**config.mk**
```make
export PLATFORM = sky130hd
export DESIGN_NAME = sipo_rx
export DESIGN_NICKNAME = d
export VERILOG_FILES = /design/src/rtl/sipo_pkg.sv /design/src/rtl/sipo_tick.sv /design/src/rtl/sipo_rx.sv
export SDC_FILE = /design/constraint.sdc
export NUM_CORES = 1
export LEC_CHECK = 0
export ABC_AREA = 1
export BUFFER_PORTS_ARGS = -buffer_cell sky130_fd_sc_hd__buf_2
export CORE_MARGIN = 3
export CORE_UTILIZATION = 30
export DETAILED_ROUTE_END_ITERATION = 6
export GPL_TIMING_DRIVEN = 1
export SETUP_SLACK_MARGIN = 0.15
export SKIP_CTS_REPAIR_TIMING = 1
export SYNTH_ARGS = -nofsm -noshare
export SYNTH_HDL_FRONTEND = slang
export SYNTH_SLANG_ARGS = --single-unit
```
**constraint.sdc**
```tcl
create_clock -name clk -period 3.7 [get_ports clk]
set_input_delay 0 -clock clk [delete_from_list [all_inputs] [get_ports clk]]
set_output_delay 0 -clock clk [all_outputs]
set_load 0.01 [all_outputs]
```
**src/rtl/sipo_pkg.sv**
```systemverilog
// Shared types and defaults for the serial-in/parallel-out receiver.
// SIPO_RX_PARITY_EN adds one even-parity bit after the data bits of each frame.
package sipo_pkg;

  typedef enum logic [1:0] {
    IDLE  = 2'd0,
    SHIFT = 2'd1,
    DONE  = 2'd2
  } state_e;

  localparam int unsigned N_DEF  = 4;
  localparam int unsigned NP_DEF = 21;

`ifdef SIPO_RX_PARITY_EN
  localparam int unsigned PAR_BITS = 1;
`else
  localparam int unsigned PAR_BITS = 0;
`endif

  // Total samples per frame: data bits plus optional parity bit.
  function automatic int unsigned frame_len(input int unsigned n);
    return n + PAR_BITS;
  endfunction

endpackage

```
**src/rtl/sipo_tick.sv**
```systemverilog
// Sample-tick prescaler: free-running NP-bit counter, tick while it is all-ones.
module sipo_tick #(
  parameter int unsigned NP = sipo_pkg::NP_DEF
) (
  input  logic clk,
  input  logic rst_n,
  input  logic clr,
  output logic tick
);

  logic [NP-1:0] cnt_q;
  logic [NP-1:0] cnt_d;

  always_comb begin
    cnt_d = clr ? '0 : cnt_q + NP'(1);
  end

  always_ff @(posedge clk or negedge rst_n) begin
    if (!rst_n) begin
      cnt_q <= '0;
    end else begin
      cnt_q <= cnt_d;
    end
  end

  assign tick = &cnt_q;

endmodule

```
**src/rtl/sipo_rx.sv**
```systemverilog
// Serial-in/parallel-out frame receiver, MSB first, one sample per prescaler tick.
// Macro SIPO_RX_PARITY_EN enables a trailing even-parity bit and the perr flag.
module sipo_rx
  import sipo_pkg::*;
#(
  parameter int unsigned N  = N_DEF,
  parameter int unsigned NP = NP_DEF
) (
  input  logic         clk,
  input  logic         rst_n,
  input  logic         start,
  input  logic         serin,
  output logic [N-1:0] data,
  output logic         valid,
  output logic         busy,
  output logic         perr
);

  localparam int unsigned FLEN = frame_len(N);
  localparam int unsigned BCW  = $clog2(FLEN + 1);

  state_e         state_q;
  state_e         state_d;
  logic [N-1:0]   shreg_q;
  logic [N-1:0]   shreg_d;
  logic [N-1:0]   data_q;
  logic [N-1:0]   data_d;
  logic [BCW-1:0] bitcnt_q;
  logic [BCW-1:0] bitcnt_d;
  logic           valid_q;
  logic           valid_d;
  logic           busy_q;
  logic           busy_d;
  logic           tick;
  logic           tick_clr_c;
  logic           last_c;
  logic           data_bit_c;

  sipo_tick #(
    .NP (NP)
  ) u_tick (
    .clk   (clk),
    .rst_n (rst_n),
    .clr   (tick_clr_c),
    .tick  (tick)
  );

  assign last_c = (bitcnt_q == BCW'(FLEN));

  // Frame control; outputs are registered from the next state so valid aligns with DONE.
  always_comb begin
    state_d    = state_q;
    shreg_d    = shreg_q;
    bitcnt_d   = bitcnt_q;
    data_d     = data_q;
    valid_d    = 1'b0;
    tick_clr_c = 1'b0;
    unique case (state_q)
      IDLE: begin
        if (start) begin
          state_d    = SHIFT;
          bitcnt_d   = '0;
          tick_clr_c = 1'b1;
        end
      end
      SHIFT: begin
        if (last_c) begin
          state_d = DONE;
          data_d  = shreg_q;
          valid_d = 1'b1;
        end else if (tick) begin
          bitcnt_d = bitcnt_q + BCW'(1);
          if (data_bit_c) begin
            shreg_d = {shreg_q[N-2:0], serin};
          end
        end
      end
      DONE: begin
        state_d = IDLE;
      end
      default: begin
        state_d = IDLE;
      end
    endcase
    busy_d = (state_d != IDLE);
  end

  always_ff @(posedge clk or negedge rst_n) begin
    if (!rst_n) begin
      state_q  <= IDLE;
      shreg_q  <= '0;
      bitcnt_q <= '0;
      data_q   <= '0;
      valid_q  <= 1'b0;
      busy_q   <= 1'b0;
    end else begin
      state_q  <= state_d;
      shreg_q  <= shreg_d;
      bitcnt_q <= bitcnt_d;
      data_q   <= data_d;
      valid_q  <= valid_d;
      busy_q   <= busy_d;
    end
  end

  assign data  = data_q;
  assign valid = valid_q;
  assign busy  = busy_q;

`ifdef SIPO_RX_PARITY_EN
  logic par_q;
  logic par_d;
  logic perr_q;
  logic perr_d;

  // The parity tick only feeds the running XOR; the data shift register is left alone.
  assign data_bit_c = (bitcnt_q < BCW'(N));

  always_comb begin
    par_d  = par_q;
    perr_d = perr_q;
    if (state_q == IDLE && start) begin
      par_d = 1'b0;
    end else if (state_q == SHIFT && !last_c && tick) begin
      par_d = par_q ^ serin;
    end
    if (state_q == SHIFT && last_c) begin
      perr_d = par_q;
    end
  end

  always_ff @(posedge clk or negedge rst_n) begin
    if (!rst_n) begin
      par_q  <= 1'b0;
      perr_q <= 1'b0;
    end else begin
      par_q  <= par_d;
      perr_q <= perr_d;
    end
  end

  assign perr = perr_q;
`else
  assign data_bit_c = 1'b1;
  assign perr       = 1'b0;
`endif

endmodule

```
Word level (Yosys, flattened, before mapping)

Cells that the tools add are included.

Register bits after elaboration: 36
Input port bits: 4
Output and inout port bits: 7
Logic and storage cells: 34

Add/sub/neg operators: 2
Eq/ne operators: 5
Muxes and demuxes: 12
Bitwise gates (word level): 1
Reduce and logical (&&, ||, !) cells: 7

Operators with widths:

| kind                                                 | number |
|---|---|
| AND reduction 23 bit                                 | 1 |
| adder 21 x 1 -> 21 bit (second input constant)       | 1 |
| 2-to-1 mux 21 bit                                    | 1 |
| AND reduction 21 bit                                 | 1 |
| 2-to-1 mux 3 bit                                     | 3 |
| != test 2 bit (second input constant)                | 3 |
| case mux 3 bit (2 select lines)                      | 1 |
| 2-to-1 mux 1 bit                                     | 4 |
| 2-to-1 mux 2 bit                                     | 2 |
| case mux 2 bit (2 select lines)                      | 1 |
| AND reduction 4 bit                                  | 1 |
| nonzero test 2 bit                                   | 2 |
| adder 3 x 1 -> 3 bit (second input constant)         | 1 |
| equality test 3 bit (second input constant)          | 1 |
| equality test 2 x 1 -> 1 bit (second input constant) | 1 |
| zero test 2 bit                                      | 1 |
| AND reduction 2 bit                                  | 1 |
| NOT 1 bit                                            | 1 |

Logic depth before layout (Yosys ltp)

Word-level depth: 4
Mapped depth: 9
Gate-level depth less buffers: 9

Hierarchy

Synthesis repeated with hierarchy kept, for this count alone.

Cells, all modules: 246
Area, all modules: 1935.6 um^2

By module, submodules not included:

| module    | times used | cells an instance | area each (um^2) | seq. area each (um^2) |
|---|---|---|---|---|
| sipo_tick | 1          | 165               | 1237.4           | 525.5 |
| sipo_rx   | 1          | 81                | 698.2            | 375.4 |

Least setup slack after synthesis

No wires, ideal clock.

Path type: flip-flop to flip-flop
Start point: reg u_tick.cnt_q[0]
End point: reg u_tick.cnt_q[14]
Setup time: 0.120 ns
Arrival: 1.246 ns
Data required time: 3.580 ns
Path slack: 2.334 ns
Cell stages (with the launch flop): 8
Buffers on the path: 0
Clock period less this slack: 1.366 ns
Path through: dfrtp_1 ha_1 nand3_2 nor2_2 nand3_2 nor2_4 and2_2 nor2_1

Word-level cells in the longest chain between the ends: 2

Ends and longest elaborated chain:

| item                   | line            | RTL |
|---|---|---|
| from (decl)            | sipo_tick.sv:11 | `logic [NP-1:0] cnt_q;` |
| from (signal assigned) | sipo_tick.sv:22 | `cnt_q <= cnt_d;` |
| adder 21 x 1 -> 21 bit | sipo_tick.sv:15 | `cnt_d = clr ? '0 : cnt_q + NP'(1);` |
| 2-to-1 mux 21 bit      | sipo_tick.sv:15 |  |
| net u_tick.cnt_d[14]   | sipo_tick.sv:12 | `logic [NP-1:0] cnt_d;` |

The timed path passes the listed nets, and every way through them passes these cells.
A chain may end at the register's enable or synchronous reset.

Worst setup path in the final report

Start point: reg u_tick.cnt_q[0]
End point: reg bitcnt_q[1]

Word-level cells in the longest chain between the ends: 3

Ends and longest elaborated chain:

| item                                 | line            | RTL |
|---|---|---|
| AND reduction 21 bit                 | sipo_tick.sv:26 | `assign tick = &cnt_q;` |
| != test 2 bit (no source line)       | --              |  |
| AND reduction 4 bit (no source line) | --              |  |
| to (signal assigned)                 | sipo_rx.sv:99   | `bitcnt_q <= bitcnt_d;` |
| to (decl)                            | sipo_rx.sv:28   | `logic [BCW-1:0] bitcnt_q;` |

No other way between the ends.

==> results.txt <==
The post-synthesis mux area share came out at 0. From bottom edge to top edge, the die measures around 83 um. The aggregate negative setup slack came out at 0 ns. Counting distinct cell types in the post-synthesis netlist gives 23. After synthesis, the largest family of logic cells by area is simple AND/OR/NAND/NOR gates. The initial cell density of the core is 0.318. The number of routed nets with antenna violations is 0. The number of I/O port buffers is 9.

In the synthesized netlist the dominant register cell turns out to be sky130_fd_sc_hd__dfrtp_1. The floorplan die area is 6950 um2. The number of synthesized flops with an enable pin came out at 0.

The total clock sinks is 36. The final period utilization came out at 0.417. The xor/xnor cell area share of the yosys netlist came out at 0.0195.

The maximum level of the CTS H-tree is 2. After technology mapping, the gate count stands at 230. Walking the worst path, the cells encountered are ha_1, nand3_2, nor2_1, nand3_1, nand2_2, nand2_1, nand2_1, nand2_1.

The path with the worst hold slack has its endpoint at busy$_DFF_PN0_. The layout filler cell count came out at slightly below 600. The cell taking the most area after synthesis is sky130_fd_sc_hd__dfrtp_1. The ratio of cells with drive above 1 in the final layout came out at 0.126. The final routed wire length divided by cell count is 10.3 um.

The HPWL after detailed placement is 2.41 mm. Max-cap violations in this run came to 0. Counting every net in the synthesized netlist gives 237.

Synthesis inferred 36 register bits. The worst hold path belongs to the class primary input to flop. The worst IR drop on VDD came out at 0.000142 V. The total number of vias came out at 1,410. The die boundary width is 83.4 um.

The total global routing track utilization came out at 0.105. The headroom to the max-slew limit came out at 0.468. The fraction of post-synthesis cell area in the top cell type by area is 0.502. The number of cells on the worst hold path is 3. The total iterations of the first detailed-routing run is 4. The delay of the slowest critical-path stage came out at about 0.42 ns. Of the total synthesized cell area, the portion taken by AND, OR, NAND and NOR gates is 0.339. In this run the most critical hold path is launched from start. The post-synthesis adder-cell area fraction came out at 0.0209. In this run the critical register-to-register path is launched from u_tick.cnt_q[0]$_DFF_PN0_. Entering global routing, the biggest net connects 37 pins. The diode insertion count for antenna repair is 0. Yosys attributes the largest share of cell area to sky130_fd_sc_hd__dfrtp_1 (50%), sky130_fd_sc_hd__nand2_1 (15%), sky130_fd_sc_hd__nor2_1 (7.7%).

In the routed layout, each cell is associated on average with a via count of roughly 4.4. The class of the most critical setup path is flop to flop. The floorplan has 27 rows. The clock latency at the later pin of the worst-skew pair came out at 0.29 ns. The total number of nets in the final design came out at 253. The total setup violations reported at the end of the flow is 0. The tree is rooted in a sky130_fd_sc_hd__clkbuf_8. The number of slew-limit violations in the final report is 0. After synthesis the cells add up to 1800 um2. The area growth from synthesis to layout came out at 13.0%. The first global-routing pass estimated 6.02 mm of wire. Along the worst path, the maximum fanout reaches 5. STA puts the critical path data arrival time at 1.72 ns. Setup repair after global routing left no endpoint under its margin. The worst setup path is launched from a flop. After detailed routing, the total wire length is 3.29 mm. The area fraction in compound gates after synthesis is 0.0481. Power spread over the standard cell area amounts to 339 nW/um2.

The final RePlAce weighted congestion is 0.801. The worst clock skew is 0.00520 ns. After detailed routing, the number of remaining DRC violations is 0. The cell count of the worst reg-to-reg path came out at 8. Summing all flip-flop and latch instances after layout gives 901 um2. The most repeated library cell on the critical path is sky130_fd_sc_hd__nand2_1. The register-to-register setup slack came out at 2.16 ns. In this run the count of I/O pins placed on the die edge is 11.

TritonCTS built the clock tree. The fmax came out at around 0.65 GHz. For this run, the number of Yosys warnings is 0. For this design, the slowest cell found on the critical path is sky130_fd_sc_hd__dfrtp_1. The critical path data required time came out at 3.88 ns. The overall overflow remaining after global route is 0. The clock passes through at most 2 buffers. The TritonCTS buffer count is 5. The number of hold violations in the final report is 0. Once routing completed, OpenROAD measured the worst setup slack at around 2.2 ns. The per-instance average area after synthesis is 7.81 um2. The worst-margin pin slew came out at ~0.8 ns. The proportion of synthesized chip area in sequential cells is 0.502. The detailed router's first-iteration violation count came out at 76.

The share of synthesized flip-flops with an asynchronous set or reset came out at 1.00. The leakage power figure came out at 1.04 nW. For this run, the share of the core covered by cells in the final layout is 0.360.

The endpoint identified for the worst register-to-register timing path is bitcnt_q[1]$_DFFE_PN0P_. Timing analysis after detailed placement gives a worst setup slack of approximately 2.2 ns. STA classifies the critical path endpoint as a flop. The clock transition at the registers of the reported paths is 0.07 ns. In this run the standard cell core region covers 5640 um2. The run finished with clean final reports.

The initial antenna violation count is 0. The final critical-path required period is ~1.5 ns. The number of global-route vias before repair came to 1,383. The footprint of the multi-input gates is 771 um2.
-- power by group --
part / leakage, nW / internal (mW) / total [mW] / switching (mW)
combinational: 0.545 / 0.00247 / 0.0109 / 0.00840
sequential: 0.446 / 0.393 / 0.393 / 0
clock: 0.0510 / 0.148 / 0.284 / 0.135
-- cell usage in the layout, fill, tap and decap left out --
cell and count:
sky130_fd_sc_hd__dlygate4sd3_1 2, sky130_fd_sc_hd__nand2_1 70, sky130_fd_sc_hd__nand2_2 3, sky130_fd_sc_hd__nand4_1 1
sky130_fd_sc_hd__ha_1 3, sky130_fd_sc_hd__xor2_1 3, sky130_fd_sc_hd__dfrtp_1 36, sky130_fd_sc_hd__o21ai_0 6
sky130_fd_sc_hd__buf_2 9, sky130_fd_sc_hd__nor3_1 3, sky130_fd_sc_hd__inv_1 29, sky130_fd_sc_hd__nor2_4 2
sky130_fd_sc_hd__a31oi_1 1, sky130_fd_sc_hd__conb_1 1, sky130_fd_sc_hd__o21ai_1 1, sky130_fd_sc_hd__clkbuf_8 6
sky130_fd_sc_hd__a21oi_1 9, sky130_fd_sc_hd__nand3_2 3, sky130_fd_sc_hd__clkinv_2 2, sky130_fd_sc_hd__nand3_1 12
sky130_fd_sc_hd__nor3_2 2, sky130_fd_sc_hd__nand3b_1 1, sky130_fd_sc_hd__nor2_2 3, sky130_fd_sc_hd__nor2_1 37
sky130_fd_sc_hd__and2_2 1, sky130_fd_sc_hd__xnor2_1 1
-- worst max-delay path by stage --
stage / from / depth (start not counted) / end / slack [ns]
floorplan: u_tick.cnt_q[0]$_DFF_PN0_ / 7 / u_tick.cnt_q[14]$_DFF_PN0_ / 2.33
global route: u_tick.cnt_q[0]$_DFF_PN0_ / 8 / bitcnt_q[1]$_DFFE_PN0P_ / 1.96
finish: u_tick.cnt_q[0]$_DFF_PN0_ / 8 / bitcnt_q[1]$_DFFE_PN0P_ / 2.16
CTS: u_tick.cnt_q[0]$_DFF_PN0_ / 8 / bitcnt_q[1]$_DFFE_PN0P_ / 2.16
global placement: u_tick.cnt_q[0]$_DFF_PN0_ / 8 / shreg_q[2]$_DFFE_PN0P_ / 2.20
detailed placement: u_tick.cnt_q[0]$_DFF_PN0_ / 8 / bitcnt_q[1]$_DFFE_PN0P_ / 2.17
-- synth_stat cells, types with 3 or more instances --
cell type,instances
sky130_fd_sc_hd__nand2_1,70
sky130_fd_sc_hd__nor2_2,3
sky130_fd_sc_hd__nand3_2,3
sky130_fd_sc_hd__a21oi_1,9
sky130_fd_sc_hd__nand2_2,3
sky130_fd_sc_hd__o21ai_0,6
sky130_fd_sc_hd__dfrtp_1,36
sky130_fd_sc_hd__ha_1,3
sky130_fd_sc_hd__nor3_1,3
sky130_fd_sc_hd__xor2_1,3
sky130_fd_sc_hd__nor2_1,37
sky130_fd_sc_hd__nand3_1,12
sky130_fd_sc_hd__inv_1,29
-- metal layers --
layer | track usage | vias to the layer above | share of wire
met1 | 0.141 | 650 | 0.53
met2 | 0.156 | 11 | 0.42
li1 | - | 744 | -
met3 | 0.0288 | 5 | 0.029
met5 | 0 | - | 0
met4 | 0.0520 | 0 | 0.022
-- worst max-delay path: cells and delay by family, from the launching register on --
kind,cells,cell delay (ns)
adder cells (fa/ha/maj),1,0.23
flip-flops,1,0.42
AND/OR/NAND/NOR,7,0.79
-- cells by family after synthesis --
logic type / Yosys count
compound gates: 17
xor+xnor: 4
fa+ha+maj: 3
buf+inv: 31
flops: 36
other cells: 1
simple gates: 138
-- flip-flops by register name, indices dropped and copies added (netlist names) --
name          cells
data              4
shreg_q           4
valid             1
u_tick.cnt_q     21
state_q           2
bitcnt_q          3
busy              1
-- area by class of cell --
cell class,instances,area share
clock buffer,6,0.0407
clock inverter,2,0.00494
tap,72,0.0444
inverter,29,0.0537
multi-input combinational,163,0.380
timing repair buffer,11,0.0321
sequential,36,0.444
-- stage by stage --
step                      cell area, um2  std cells  power, mW  hold slack [ns]
after floorplan                     1800        230      0.402           -0.296
after global placement              1920        309      0.411            0.128
after detailed placement            1920        309      0.411            0.132
after CTS                           2010        317      0.701           -0.183
after global routing                2030        319      0.717            0.353
final                               2030        319      0.688            0.289
(Power assumes the default switching activity.)
